### src/rtl/pu_pkg.sv
// ----------------------------------------------------------------------------
// pu_pkg
// Shared definitions for the processing-unit vector window generator:
//   - default pixel width and PE lane count
//   - decoded command encoding, with the NEXTROW > POP > SHIFT priority
//   - lane pointer helper (saturating advance across the PE lanes)
// ----------------------------------------------------------------------------
package pu_pkg;

    localparam int unsigned DATA_WIDTH_DEF = 8;
    localparam int unsigned NUM_PE_DEF     = 4;

    // Decoded controller command. CMD_REWIND is POP and SHIFT together.
    typedef enum logic [2:0] {
        CMD_IDLE,
        CMD_SHIFT,
        CMD_REWIND,
        CMD_POP,
        CMD_NEXTROW
    } vg_cmd_e;

    // Commands only take effect while the generator is ready.
    function automatic vg_cmd_e decode_cmd(input logic ready,
                                           input logic nextrow,
                                           input logic pop,
                                           input logic shift);
        vg_cmd_e cmd;
        cmd = CMD_IDLE;
        if (ready) begin
            if (nextrow)          cmd = CMD_NEXTROW;
            else if (pop && shift) cmd = CMD_REWIND;
            else if (pop)          cmd = CMD_POP;
            else if (shift)        cmd = CMD_SHIFT;
        end
        return cmd;
    endfunction

    // Next serial lane index; holds at the last lane so further shifts
    // re-present the final word of the next vector.
    function automatic int unsigned next_lane(input int unsigned lane,
                                              input int unsigned num_pe);
        return (lane + 1 < num_pe) ? lane + 1 : num_pe - 1;
    endfunction

endpackage

### src/rtl/pu_vecgen_fetch.sv
// ----------------------------------------------------------------------------
// pu_vecgen_fetch
// Fetch / valid tracker for the vector window generator. Issues FIFO reads
// while a vector slot is free, keeps at most one read in flight, and tells
// the datapath which slot the returning word fills.
//   clk_i, rst_ni   clock, asynchronous active-low reset
//   inbuf_empty_i   input FIFO empty
//   clr_all_i       accepted NEXTROW: invalidate both slots
//   clr_nxt_i       accepted POP: next slot moved to current, refill next
//   inbuf_pop_o     FIFO read request (combinational, held low in reset)
//   fill_cur_o      returning word is written to the current slot
//   fill_nxt_o      returning word is written to the next slot
//   ready_o         both slots valid and no read in flight
// ----------------------------------------------------------------------------
module pu_vecgen_fetch (
    input  logic clk_i,
    input  logic rst_ni,
    input  logic inbuf_empty_i,
    input  logic clr_all_i,
    input  logic clr_nxt_i,
    output logic inbuf_pop_o,
    output logic fill_cur_o,
    output logic fill_nxt_o,
    output logic ready_o
);

    logic cur_v_q, cur_v_d;
    logic nxt_v_q, nxt_v_d;
    logic rd_pend_q, rd_pend_d;

    always_comb begin
        inbuf_pop_o = rst_ni && !inbuf_empty_i && !rd_pend_q
                      && !(cur_v_q && nxt_v_q);
        ready_o     = cur_v_q && nxt_v_q && !rd_pend_q;

        cur_v_d = clr_all_i ? 1'b0 : cur_v_q;
        nxt_v_d = (clr_all_i || clr_nxt_i) ? 1'b0 : nxt_v_q;

        // Target is chosen after the command's clears, so a word landing
        // on the same edge as a NEXTROW goes to the (now empty) current slot.
        fill_cur_o = rd_pend_q && !cur_v_d;
        fill_nxt_o = rd_pend_q && cur_v_d;
        if (fill_cur_o) cur_v_d = 1'b1;
        if (fill_nxt_o) nxt_v_d = 1'b1;

        // FIFO data is valid the cycle after the read request.
        rd_pend_d = inbuf_pop_o;
    end

    always_ff @(posedge clk_i or negedge rst_ni) begin
        if (!rst_ni) begin
            cur_v_q   <= 1'b0;
            nxt_v_q   <= 1'b0;
            rd_pend_q <= 1'b0;
        end else begin
            cur_v_q   <= cur_v_d;
            nxt_v_q   <= nxt_v_d;
            rd_pend_q <= rd_pend_d;
        end
    end

endmodule

### src/rtl/pu_vector_window_gen.sv
// ----------------------------------------------------------------------------
// pu_vector_window_gen
// Holds the current and next NUM_PE-word image vectors from the PU input
// buffer and drives the PE array: lanes 0..NUM_PE-1 carry the current
// vector, lane NUM_PE carries a serial word taken from the next vector so
// the PEs see a horizontally sliding kernel window.
//   CLK                 clock
//   RESET               asynchronous active-low reset
//   VECTORGEN_POP       advance to the next horizontal stage
//   VECTORGEN_SHIFT     shift the next serial word into the extra lane
//   VECTORGEN_NEXTROW   drop held vectors, start a new image row
//   VECTORGEN_DATA_IN   FIFO read data, valid the cycle after INBUF_POP
//   INBUF_EMPTY         input FIFO empty
//   INBUF_POP           FIFO read request
//   VECTORGEN_DATA_OUT  {extra lane, current vector}, lane p at p*DATA_WIDTH
//   VECTORGEN_READY     both vectors valid; commands accepted
// ----------------------------------------------------------------------------
module pu_vector_window_gen
    import pu_pkg::*;
#(
    parameter int unsigned DATA_WIDTH = DATA_WIDTH_DEF,
    parameter int unsigned NUM_PE     = NUM_PE_DEF
) (
    input  logic                             CLK,
    input  logic                             RESET,
    input  logic                             VECTORGEN_POP,
    input  logic                             VECTORGEN_SHIFT,
    input  logic                             VECTORGEN_NEXTROW,
    input  logic [NUM_PE*DATA_WIDTH-1:0]     VECTORGEN_DATA_IN,
    input  logic                             INBUF_EMPTY,
    output logic                             INBUF_POP,
    output logic [(NUM_PE+1)*DATA_WIDTH-1:0] VECTORGEN_DATA_OUT,
    output logic                             VECTORGEN_READY
);

    localparam int unsigned PW = (NUM_PE > 1) ? $clog2(NUM_PE) : 1;

    logic [NUM_PE-1:0][DATA_WIDTH-1:0] cur_vec_q, cur_vec_d;
    logic [NUM_PE-1:0][DATA_WIDTH-1:0] nxt_vec_q, nxt_vec_d;
    logic [DATA_WIDTH-1:0]             extra_q, extra_d;
    logic [PW-1:0]                     shift_ptr_q, shift_ptr_d;

    vg_cmd_e cmd;
    logic    ready;
    logic    fill_cur;
    logic    fill_nxt;

    assign cmd = decode_cmd(ready, VECTORGEN_NEXTROW, VECTORGEN_POP,
                            VECTORGEN_SHIFT);

    pu_vecgen_fetch u_fetch (
        .clk_i         (CLK),
        .rst_ni        (RESET),
        .inbuf_empty_i (INBUF_EMPTY),
        .clr_all_i     (cmd == CMD_NEXTROW),
        .clr_nxt_i     (cmd == CMD_POP),
        .inbuf_pop_o   (INBUF_POP),
        .fill_cur_o    (fill_cur),
        .fill_nxt_o    (fill_nxt),
        .ready_o       (ready)
    );

    always_comb begin
        cur_vec_d   = cur_vec_q;
        nxt_vec_d   = nxt_vec_q;
        extra_d     = extra_q;
        shift_ptr_d = shift_ptr_q;

        unique case (cmd)
            CMD_NEXTROW, CMD_REWIND: begin
                extra_d     = '0;
                shift_ptr_d = '0;
            end
            CMD_POP: begin
                cur_vec_d   = nxt_vec_q;
                extra_d     = '0;
                shift_ptr_d = '0;
            end
            CMD_SHIFT: begin
                extra_d     = nxt_vec_q[shift_ptr_q];
                shift_ptr_d = PW'(next_lane(32'(shift_ptr_q), NUM_PE));
            end
            default: ;
        endcase

        // A capture never coincides with an accepted command (ready
        // requires no read in flight), so the order here is immaterial.
        if (fill_cur) cur_vec_d = VECTORGEN_DATA_IN;
        if (fill_nxt) nxt_vec_d = VECTORGEN_DATA_IN;
    end

    always_ff @(posedge CLK or negedge RESET) begin
        if (!RESET) begin
            cur_vec_q   <= '0;
            nxt_vec_q   <= '0;
            extra_q     <= '0;
            shift_ptr_q <= '0;
        end else begin
            cur_vec_q   <= cur_vec_d;
            nxt_vec_q   <= nxt_vec_d;
            extra_q     <= extra_d;
            shift_ptr_q <= shift_ptr_d;
        end
    end

    assign VECTORGEN_DATA_OUT = {extra_q, cur_vec_q};
    assign VECTORGEN_READY    = ready;

endmodule

### config.mk
export PLATFORM = sky130hd
export DESIGN_NAME = pu_vector_window_gen
export DESIGN_NICKNAME = d
export VERILOG_FILES = /design/src/rtl/pu_pkg.sv /design/src/rtl/pu_vecgen_fetch.sv /design/src/rtl/pu_vector_window_gen.sv
export SDC_FILE = /design/constraint.sdc
export NUM_CORES = 1
export LEC_CHECK = 0
export CAP_MARGIN = 20
export CORE_ASPECT_RATIO = 2
export CORE_UTILIZATION = 45
export CTS_BUF_LIST = sky130_fd_sc_hd__clkbuf_8
export CTS_CLUSTER_SIZE = 8
export DETAILED_ROUTE_END_ITERATION = 8
export GPL_TIMING_DRIVEN = 0
export PLACE_DENSITY = 0.81
export REMOVE_ABC_BUFFERS = 1
export SETUP_SLACK_MARGIN = 0.4
export SYNTH_ARGS = -nofsm -noshare
export SYNTH_HDL_FRONTEND = slang
export SYNTH_SLANG_ARGS = --single-unit
### constraint.sdc
create_clock -name CLK -period 1.5 [get_ports CLK]
set_clock_uncertainty 0.15 [all_clocks]
set_input_delay 0.15 -clock CLK [delete_from_list [all_inputs] [get_ports CLK]]
set_output_delay 0.15 -clock CLK [all_outputs]
set_load 0.01 [all_outputs]
After elaboration in Yosys (flattened, before gate mapping):

Index checks and enable logic that the tools add are counted.

* $lt $le $gt $ge: 2
* add/sub/neg operators: 1
* equality and inequality tests: 4
* reduce and logical (&&, ||, !) cells: 17
* multiplexer cells: 16

Operators with widths (number)
* $mux 32: 2
* $bmux 8 s2: 1
* $pmux 8 s2: 1
* $logic_and 1x1->1: 8
* $mux 8: 1
* $eq 3x2->1 const B: 2
* $mux 2: 3
* $mux 3: 2
* $reduce_bool 2->1: 3
* $mux 1: 5
* $logic_not 1->1: 4
* $pmux 2 s2: 1
* $add 2x1->3 const B: 1
* $eq 3x1->1 const B: 1
* $eq 3x3->1 const B: 1
* $lt 2x3->1 const B: 1
* $lt 3x3->1 const B: 1
* $reduce_or 3->1: 1
* $logic_or 1x1->1: 1

* logic and storage cells: 53
* output and inout bits: 42
* input bits: 38
* bits in registers: 77

Longest topological paths before layout:

Gate-level depths: netlist (run 1).

* depth in word-level cells: 10
* mapped depth: 6

Hierarchy:

A second synthesis (run 1) with hierarchy kept.

* cells, all modules: 305
* area, all modules: 3564.7 sq um

Modules (own cells, without submodules)
* pu_vector_window_gen: instances 1, area an instance 3433.3 sq um, seq. area each 1851.8 sq um, cells each 290
* pu_vecgen_fetch: instances 1, area an instance 131.4 sq um, seq. area each 75.1 sq um, cells each 15

Worst setup path after synthesis (run 1):

Ideal clock, no wire load.

* path type: register to register
* from: register u_fetch.cur_v_q
* to: register u_fetch.rd_pend_q
* cell stages (with the launch flop): 2
* path buffers: 0
* slack: -0.067 ns
* data required time: 1.148 ns
* clock period less this slack: 1.567 ns
* data arrival time: 1.214 ns
* cell sequence: dfrtp_1 -> a2111oi_0

* word-level cells in the longest chain between the ends: 3

Ends and longest elaborated chain
* start: declaration: line pu_vecgen_fetch.sv:27 `logic cur_v_q, cur_v_d;`
* start signal: assignment: line pu_vecgen_fetch.sv:56 `cur_v_q <= cur_v_d;`
* $logic_and 1x1->1: line pu_vecgen_fetch.sv:33 `&& !(cur_v_q && nxt_v_q);`
* $logic_not 1->1: line pu_vecgen_fetch.sv:33
* $logic_and 1x1->1: line pu_vecgen_fetch.sv:33
* named net INBUF_POP: line pu_vector_window_gen.sv:31 `output logic INBUF_POP,`
* end signal: assignment: line pu_vecgen_fetch.sv:58 `rd_pend_q <= rd_pend_d;`
* end: declaration: line pu_vecgen_fetch.sv:29 `logic rd_pend_q, rd_pend_d;`

The timed path passes the listed nets, and every way through them passes these cells.
A chain may end at the register's enable or synchronous reset.

Worst setup path in the final report (run 1):

* from: register u_fetch.rd_pend_q
* to: register cur_vec_q (netlist bit VECTORGEN_DATA_OUT[30])

* word-level cells in the longest chain between the ends: 8

Ends and longest elaborated chain
* $logic_not 1->1: line pu_vecgen_fetch.sv:34 `ready_o = cur_v_q && nxt_v_q && !rd_pend_q;`
* $logic_and 1x1->1: line pu_vecgen_fetch.sv:34
* $mux 3: line pu_pkg.sv:29 `if (ready) begin`
* $eq 3x3->1: line pu_vector_window_gen.sv:55 `.clr_all_i (cmd == CMD_NEXTROW),`
* $mux 1: line pu_vecgen_fetch.sv:36 `cur_v_d = clr_all_i ? 1'b0 : cur_v_q;`
* $logic_not 1->1: line pu_vecgen_fetch.sv:41 `fill_cur_o = rd_pend_q && !cur_v_d;`
* $logic_and 1x1->1: line pu_vecgen_fetch.sv:41
* $mux 32 / $reduce_bool 2->1 (equally long branches)
* end signal: assignment: line pu_vector_window_gen.sv:99 `cur_vec_q <= cur_vec_d;`
* end: declaration: line pu_vector_window_gen.sv:38 `logic [NUM_PE-1:0][DATA_WIDTH-1:0] cur_vec_q, cur_vec_d;`

Parallel ways exist; a longest one is shown, timed or not.

==> results of run 1 <==
-- worst max-delay path, stage by stage (launching register included) --
cell and delay (ps):
dfrtp_2 420, and3b_4 310, buf_6 100, and3b_4 270, buf_12 140, buf_12 130
o211ai_4 80
-- worst paths after layout --
| kind | from | end | slack [ps] | depth (start not counted) |
|---|---|---|---|---|
| max | u_fetch.rd_pend_q | VECTORGEN_DATA_OUT[30] | -240 | 6 |
| min | RESET | VECTORGEN_DATA_OUT[5] | -520 | 1 |
| max reg2reg | u_fetch.rd_pend_q | VECTORGEN_DATA_OUT[30] | -240 | 6 |
| min reg2reg | u_fetch.nxt_v_q | u_fetch.rd_pend_q | 390 | 1 |
| max in group asynchronous | RESET | nxt_vec_q[11] | 1140 | 2 |
| min in group CLK | VECTORGEN_POP | shift_ptr_q[0] | 50 | 4 |
-- flip-flops by register name (all words and copies together), names as in the netlist --
signal              count
u_fetch.cur_v_q         1
nxt_vec_q              32
u_fetch.rd_pend_q       1
extra_q                 8
shift_ptr_q             2
VECTORGEN_DATA_OUT     32
u_fetch.nxt_v_q         1
-- cells in the final DEF (no fill, tap or decap), types with 2 or more instances in the layout --
cell type,instances
and3b_4,3
buf_4,50
a21oi_2,2
buf_16,8
bufinv_16,3
buf_12,8
nand2_2,7
inv_1,2
nand2_1,59
o211ai_2,29
mux2_2,32
a22o_1,9
bufbuf_16,4
and3b_2,2
buf_6,15
o211ai_1,2
o21ai_0,2
clkinv_4,2
buf_2,36
mux4_2,8
dfrtp_1,73
clkbuf_8,10
dfrtp_2,3
clkdlybuf4s50_1,33
nand4b_1,32
-- layout make-up --
type / count / area, sq um
multi-input combinational: 202 / 1830
inverter: 1 / 3.75
fill: 511 / 2250
timing repair buffer: 157 / 1620
sequential: 77 / 1930
tap: 96 / 120
clock buffer: 10 / 138
clock inverter: 6 / 111
-- cell families after synthesis --
family | after synthesis | synth area share
compound gates | 51 | 0.142
simple gates | 106 | 0.155
flops | 77 | 0.515
buf+inv | 28 | 0.0398
mux | 40 | 0.144
fa+ha+maj | 1 | 0.00334
-- through the flow --
stage / hold WS (ps) / total power, W
global route: -526 / 0.0115
CTS: -518 / 0.0104
global placement: 339 / 0.00735
finish: -516 / 0.0111
floorplan: -296 / 0.00575
detailed placement: -150 / 0.00763
-- power breakdown --
group	internal, W	switching, W
sequential	0.00309	0.000804
clock	0.00115	0.000817
combinational	0.00298	0.00222
total	0.00722	0.00384
-- per-layer routing --
layer,track usage,vias up
met4,0.193,0
met5,0,-
met3,0.0530,66
met2,0.545,236
met1,0.369,1701
li1,-,1418
-- timing repair --
item,4_1_cts,5_1_grt
gates resized for setup,239,2
setup buffers,46,18
pin swaps,18,16
endpoints found under the setup margin,119,119
gates cloned,11,1
endpoints found under the hold margin,77,77
==> impl_metrics.env, run 1 <==
export IMPL_drc_errors=0
export IMPL_ir_worst_vdd_mv=1.42
export IMPL_synthFlopType="dfrtp_1"
export IMPL_floorplan_die_width_um=66.5
export IMPL_avgViaCountPerCell=6.23
export IMPL_gp_routability_congestion=0.770
export IMPL_final_util=0.719
export IMPL_rows=46
export IMPL_cap_violations=0
export IMPL_ctsLongestPathBuffers=2
export IMPL_yosysTopAreaCell="dfrtp_1"
export IMPL_worstPathRequired_ps=1580
export IMPL_hpwl_um=6010
export IMPL_dpl_cell_area_sq_mm=0.00467
export IMPL_yosys_warnings=0
export IMPL_preCtsSetupSlack_ps=-1470
export IMPL_run_status="finished, violations left"
export IMPL_worst_slew_pin_slew_ps=697
export IMPL_hold_violations=77
export IMPL_core_area_sq_mm=0.00800
export IMPL_area_delta_synth_final_pct=53.8
export IMPL_fin_cells=549
export IMPL_synth_distinct_cells=28
export IMPL_grt_pass1_vias=3491
export IMPL_min_period_ps=1740
export IMPL_ant_nets=0
export IMPL_cts_tree="done"
export IMPL_synth_most_common_cell="dfrtp_1"
export IMPL_setup_viol=76
export IMPL_vias=3421
export IMPL_syn_area_sq_mm=0.00374
export IMPL_grt_pass1_wl_um=19800
export IMPL_wirelength_um=13400
export IMPL_final_area_sq_mm=0.00575
export IMPL_antenna_cells=0
export IMPL_async_flop_share=1.00
export IMPL_drt_iter0_markers=315
export IMPL_dp_cells=457
export IMPL_cp_end_kind="flop"
export IMPL_final_layout_size_suffix_gt1_frac=0.519
export IMPL_synth_edff_count=0
export IMPL_start_kind="flop"
export IMPL_fin_nets=487
export IMPL_grt_max_degree=38
export IMPL_track_usage=0.320
export IMPL_antenna_found_initial=0
export IMPL_portBuffers=79
export IMPL_violations="hold timing, setup timing"
export IMPL_met2WireLength_um=7330
export IMPL_slew_violations=0
export IMPL_hp_class="in -> async"
export IMPL_p_per_area_mw_per_mm2=1920
export IMPL_die_y_um=131
export IMPL_netlist_instances=303
export IMPL_slew_headroom=0.535
export IMPL_fmax_ghz=0.575
export IMPL_insertion_delay_ps=360
export IMPL_synth_commonest_cells="dfrtp_1 (77), nand2_1 (67), mux2_2 (32), nand4b_1 (32), o211ai_2 (30)"
export IMPL_cts_buffers=9
export IMPL_path_class="reg -> reg"
export IMPL_holdWs_ps=-516
export IMPL_grt_remaining_overflow=0
export IMPL_path_max_fanout=5
export IMPL_htreeDepth=3
export IMPL_root_buffer="clkbuf_8"
export IMPL_io_pins=80
export IMPL_tns_ps=-9510
export IMPL_ys_seq_area_frac=0.515
export IMPL_p_leak_nw=2.59
export IMPL_avgSynthCellArea_sq_um=12.3
export IMPL_setup_slack_ps=-239
export IMPL_first_pass_iters=7
export IMPL_clock_sinks=77
export IMPL_routed_top_layer="met4"
export IMPL_wl_met1_um=4350
export IMPL_synth_area_top_cells="dfrtp_1 (52%), o211ai_2 (10%), mux2_2 (9.6%)"
export IMPL_rsz0062_at_grt="yes"
export IMPL_ys_ff_latch=77
export IMPL_cp_arrival_ps=1820
export IMPL_wl_met3_um=928
export IMPL_clkSlewWorstSetupHoldPaths_ps=80
export IMPL_wire_per_inst_um=24.5
export IMPL_netlist_area_leader_share=0.515
export IMPL_finalCritPeriodShare=1.16
export IMPL_start_util=0.468
export IMPL_fp_dieArea_sq_mm=0.00870
Note: power is estimated with default switching activity, not from simulation.
==> run 2: changes to the inputs <==
Settings changed: SYNTH_HIERARCHICAL from default to 1.
==> run 2 against run 1 <==
  * The flow still finishes with violations (hold timing, setup timing)
  * Synthesized area down 4.7%
  * Sequential power up 1%
  * Clock-buffer cell count unchanged
  * Sequential share of layout area up 1.6 points
  * Largest power group unchanged
==> impl_metrics.env, run 2 <==
export IMPL_run_status="finished, violations left"
export IMPL_violations="hold timing, setup timing"
export IMPL_setup_slack_ps=-486
export IMPL_path_class="reg -> reg"
export IMPL_hpwl_um=5860
export IMPL_hp_class="in -> async"
export IMPL_ys_seq_area_frac=0.541
export IMPL_avgSynthCellArea_sq_um=11.7
export IMPL_antenna_found_initial=0
export IMPL_rows=45
export IMPL_synth_distinct_cells=26
export IMPL_cap_violations=0
export IMPL_first_pass_iters=4
export IMPL_dp_cells=457
export IMPL_yosys_warnings=6
export IMPL_start_kind="flop"
export IMPL_netlist_area_leader_share=0.541
export IMPL_ff2ff_setup_slack_ps=-490
export IMPL_final_util=0.721
export IMPL_vias=3236
export IMPL_path_max_fanout=8
export IMPL_drt_iter0_markers=374
export IMPL_mostFrequentLayoutCells="dfrtp_1 (75), clkdlybuf4s50_1 (36), buf_2 (35)"
export IMPL_clkSlewWorstSetupHoldPaths_ps=80
export IMPL_slew_violations=0
export IMPL_crit_family="buffers and inverters"
export IMPL_avgViaCountPerCell=6.22
export IMPL_cp_arrival_ps=2080
export IMPL_ant_nets=0
export IMPL_worstPathRequired_ps=1590
export IMPL_synth_most_common_cell="dfrtp_1"
export IMPL_p_leak_nw=2.29
export IMPL_syn_area_sq_mm=0.00356
export IMPL_gp_routability_congestion=0.795
export IMPL_synth_area_top_cells="dfrtp_1 (54%), mux2_2 (9.2%), a31oi_1 (5.6%)"
export IMPL_p_per_area_mw_per_mm2=1860
export IMPL_setup_viol=77
export IMPL_grt_remaining_overflow=0
export IMPL_fmax_ghz=0.504
export IMPL_cp_end_kind="flop"
export IMPL_cpMostUsedCell="buf_4"
export IMPL_cp_slowest_cell="dfrtp_1"
export IMPL_cp_slowest_stage_delay_ps=400
export IMPL_htreeDepth=3
export IMPL_clock_sinks=77
export IMPL_die_y_um=128
export IMPL_synthFlopType="dfrtp_1"
export IMPL_antenna_cells=0
export IMPL_rsz0062_at_grt="yes"
export IMPL_ir_worst_vdd_mv=0.949
export IMPL_rr_startpoint="u_fetch/nxt_v_q"
export IMPL_drc_errors=0
export IMPL_yosysTopAreaCell="dfrtp_1"
export IMPL_cts_tree="done"
export IMPL_grt_pass1_wl_um=18000
export IMPL_power_w=0.0102
export IMPL_grt_pass1_vias=3318
export IMPL_area_delta_synth_final_pct=53.8
export IMPL_final_common_cell="dfrtp_1"
export IMPL_portBuffers=79
export IMPL_root_buffer="clkbuf_8"
export IMPL_fp_dieArea_sq_mm=0.00830
export IMPL_async_flop_share=1.00
export IMPL_worstPathCellList="nand2_2, nor2_4, buf_4, buf_4, nand3b_1, buf_8, o21ai_0, a21oi_2"
export IMPL_wire_per_inst_um=23.8
export IMPL_netlist_instances=305
export IMPL_worst_slew_pin_slew_ps=523
export IMPL_wirelength_um=12400
export IMPL_hold_violations=77
export IMPL_ctsLongestPathBuffers=2
export IMPL_fin_cells=520
export IMPL_core_area_sq_mm=0.00760
export IMPL_holdWs_ps=-512
export IMPL_fin_nets=465
export IMPL_synth_commonest_cells="dfrtp_1 (77), a21oi_1 (33), o21ai_0 (33), a31oi_1 (32), nor2b_1 (32)"
export IMPL_finalCritPeriodShare=1.32
export IMPL_io_pins=80
export IMPL_floorplan_die_width_um=64.9
export IMPL_path_buf_inv=3
export IMPL_cts_buffers=9
export IMPL_final_layout_size_suffix_gt1_frac=0.498
export IMPL_startpoint="u_fetch/nxt_v_q"
export IMPL_synth_edff_count=0
export IMPL_min_period_ps=1990
export IMPL_grt_max_degree=66
export IMPL_slew_headroom=0.651
export IMPL_ys_ff_latch=77
export IMPL_insertion_delay_ps=370
export IMPL_track_usage=0.298
export IMPL_start_util=0.469
run 2: what timing repair did:
action | in CTS | in global routing
cloned | 4 | 3
pin swaps | 19 | 13
buffers inserted | 35 | 10
resized for setup | 260 | 54
hold endpoints to repair | 77 | 77
setup endpoints to repair | 118 | 119
run 2: through the flow:
step | hold slack, ps | setup TNS, ps | setup slack, ps | area, sq um
6_report | -512 | -29770 | -486 | 5480
5_1_grt | -504 | -33360 | -511 | 5480
4_1_cts | -506 | -21380 | -357 | 5130
3_5_place_dp | -128 | -72750 | -1230 | 4460
3_3_place_gp | 336 | -336140 | -2900 | 4330
2_1_floorplan | -296 | -88590 | -1460 | 3420
run 2: worst reg2reg max path, delay by kind of cell (launching register included):
kind                   cells  cell delay [ps]
AO/OA/AOI/OAI              2              440
AND/OR/NAND/NOR            3              430
flip-flops                 1              400
buffers and inverters      3              440
run 2: cells by family after synthesis:
logic type               Yosys count  synth area share
AND/OR/NAND/NOR                   50            0.0832
flip-flops                        77             0.541
AO/OA/AOI/OAI                    109             0.179
buffers and inverters             28            0.0418
adder cells (fa/ha/maj)            1           0.00351
multiplexers                      40             0.152
run 2: path summary, 6_finish.rpt:
path	end	cells after the start
setup / recovery	VECTORGEN_DATA_OUT[29]	8
hold / removal	nxt_vec_q[5]	1
setup reg to reg	VECTORGEN_DATA_OUT[29]	8
hold reg to reg	VECTORGEN_DATA_OUT[26]	2
max in group asynchronous	VECTORGEN_DATA_OUT[4]	2
min in group CLK	VECTORGEN_DATA_OUT[16]	3
run 2: power by group:
group / internal [W] / switching (W)
registers: 0.00308 / 0.000857
logic: 0.00287 / 0.00208
clock network: 0.000594 / 0.000724
run 2: layout make-up:
class	instances	area (sq um)
clock buffers	10	138
well taps	94	118
fillers	491	2120
inverters	1	3.75
flip-flops and latches	77	1930
clock inverters	1	3.75
repair buffers	134	1300
multi-input cells	203	1990
run 2: metal layers:
layer	wire, um	vias up	track usage
met5	0	-	0
met3	719	50	0.0614
met4	680	0	0.167
li1	-	1360	-
met2	6550	172	0.491
met1	4420	1654	0.355
==> run 3: changes to the inputs <==
Settings changed: CORE_UTILIZATION 45 to 35, PLACE_DENSITY 0.81 to 0.67.
==> run 3 against run 2 <==
  * Die area increased by 28%
  * The flow still finishes with violations (hold timing, setup timing)
  * Largest power group unchanged
  * Sequential cell count unchanged
  * Worst setup slack improved by 130 ps
  * Combinational power decreased by 2%
  * Critical endpoint is now VECTORGEN_DATA_OUT[31]
  * First-iteration DRC count decreased by 44%
==> impl_metrics.env, run 3 (synthesized netlist as in run 2, its figures left out) <==
export IMPL_worstPathRequired_ps=1580
export IMPL_hp_class="in -> async"
export IMPL_violations="hold timing, setup timing"
export IMPL_clkSlewWorstSetupHoldPaths_ps=80
export IMPL_p_per_area_mw_per_mm2=1780
export IMPL_area_delta_synth_final_pct=62.2
export IMPL_ff2ff_setup_slack_ps=-360
export IMPL_grtUsageMet2=0.378
export IMPL_dpl_cell_area_sq_mm=0.00454
export IMPL_io_pins=80
export IMPL_antenna_cells=0
export IMPL_drc_errors=0
export IMPL_grt_remaining_overflow=0
export IMPL_start_kind="flop"
export IMPL_cp_end_kind="flop"
export IMPL_fp_dieArea_sq_mm=0.0106
export IMPL_final_area_sq_mm=0.00578
export IMPL_final_common_cell="dfrtp_1"
export IMPL_core_area_sq_mm=0.00983
export IMPL_cp_slowest_cell="dfrtp_1"
export IMPL_cts_tree="done"
export IMPL_grt_busiest_layer="met2"
export IMPL_vias=3043
export IMPL_first_pass_iters=4
export IMPL_insertion_delay_ps=350
export IMPL_min_period_ps=1860
export IMPL_floorplan_die_width_um=73.4
export IMPL_die_y_um=145
export IMPL_preCtsSetupSlack_ps=-1050
export IMPL_worstPathCellList="nand2_2, nor2_4, and2_4, nand2b_4, and2_4, clkbuf_16, nor2b_4, a21oi_2"
export IMPL_start_util=0.363
export IMPL_clock_sinks=77
export IMPL_final_util=0.588
export IMPL_gp_routability_congestion=0.688
export IMPL_cp_arrival_ps=1940
export IMPL_final_layout_size_suffix_gt1_frac=0.505
export IMPL_cp_slowest_stage_delay_ps=370
export IMPL_hold_violations=77
export IMPL_grt_pass1_wl_um=17100
export IMPL_grt_pass1_vias=3147
export IMPL_cts_buffers=9
export IMPL_slew_violations=0
export IMPL_root_buffer="clkbuf_8"
export IMPL_power_w=0.0103
export IMPL_cpMostUsedCell="and2_4"
export IMPL_setup_slack_ps=-356
export IMPL_slew_headroom=0.760
export IMPL_ir_worst_vdd_mv=0.709
export IMPL_ctsLongestPathBuffers=2
export IMPL_grt_met3_usage=0.0346
export IMPL_hpwl_um=6100
export IMPL_p_leak_nw=2.37
export IMPL_rows=51
export IMPL_fillCellCount=799
export IMPL_path_class="reg -> reg"
export IMPL_mostFrequentLayoutCells="dfrtp_1 (74), clkdlybuf4s50_1 (35), buf_2 (34)"
export IMPL_cap_violations=0
export IMPL_worst_slew_pin_slew_ps=360
export IMPL_met1_usage=0.254
export IMPL_fmax_ghz=0.539
export IMPL_holdWs_ps=-525
export IMPL_ant_nets=0
export IMPL_rsz0062_at_grt="yes"
export IMPL_grt_max_degree=70
export IMPL_antenna_found_initial=0
export IMPL_setup_viol=77
export IMPL_track_usage=0.218
export IMPL_fin_nets=469
export IMPL_run_status="finished, violations left"
export IMPL_portBuffers=79
export IMPL_htreeDepth=3
export IMPL_wire_per_inst_um=21.1
export IMPL_finalCritPeriodShare=1.24
export IMPL_avgViaCountPerCell=5.38
export IMPL_wirelength_um=11900
export IMPL_drt_iter0_markers=211
export IMPL_path_max_fanout=6
run 3: cell types whose count changed in the layout (fill, tap and decap cells not counted), moves of 3 or more:
cell | before | now
a31oi_1 | 20 | 15
a31oi_4 | 5 | 12
buf_16 | 4 | 7
buf_6 | 17 | 20
o21ai_0 | 14 | 32
o21ai_1 | 14 | 1
o21ai_2 | 5 | 0
run 3: through the flow:
step | std cells | TNS, ps
after floorplan | 278 | -88590
after global placement | 489 | -342910
after detailed placement | 495 | -71930
after CTS | 548 | -16030
after global routing | 566 | -25950
final | 566 | -22210
run 3: area by class of cell:
type,instances,area [sq um],share of cell area
inverter,1,3.75,0.000649
tap,132,165,0.0286
clock inverter,4,47.5,0.00823
timing repair buffer,137,1410,0.244
clock buffer,11,151,0.0262
multi-input combinational,204,2070,0.358
sequential,77,1930,0.334
run 3: worst max-delay path, delay by kind of cell (launching register included):
| family | cells | cell delay [ps] |
|---|---|---|
| flops | 1 | 370 |
| compound gates | 1 | 40 |
| simple gates | 6 | 980 |
| buf+inv | 1 | 190 |
run 3: power by group:
group | internal, W | leakage, nW | switching (W)
Combinational | 0.00279 | 1.35 | 0.00206
Sequential | 0.00308 | 0.922 | 0.000783
Clock | 0.000845 | 0.101 | 0.000757
Total | 0.00672 | 2.37 | 0.00360
run 3: repair_timing:
item / in CTS / in global routing
gates resized for setup: 251 / 62
pin swaps: 23 / 17
hold endpoints to repair: 77 / 77
setup endpoints to repair: 118 / 118
gates cloned: 5 / 7
setup buffers: 33 / 11
run 3: layer usage:
layer,vias to the layer above,part of all wire
li1,1371,-
met1,1569,0.39
met2,87,0.55
met3,16,0.036
met4,0,0.022
met5,-,0
run 3: worst paths after layout:
path | depth (start not counted) | from | endpoint
max in group asynchronous | 2 | RESET | nxt_vec_q[8]
hold reg to reg | 2 | VECTORGEN_DATA_OUT[11] | VECTORGEN_DATA_OUT[11]
setup / recovery | 8 | u_fetch/cur_v_q | VECTORGEN_DATA_OUT[31]
min in group CLK | 3 | VECTORGEN_DATA_IN[20] | VECTORGEN_DATA_OUT[20]
hold / removal | 1 | RESET | VECTORGEN_DATA_OUT[30]
setup reg to reg | 8 | u_fetch/cur_v_q | VECTORGEN_DATA_OUT[31]
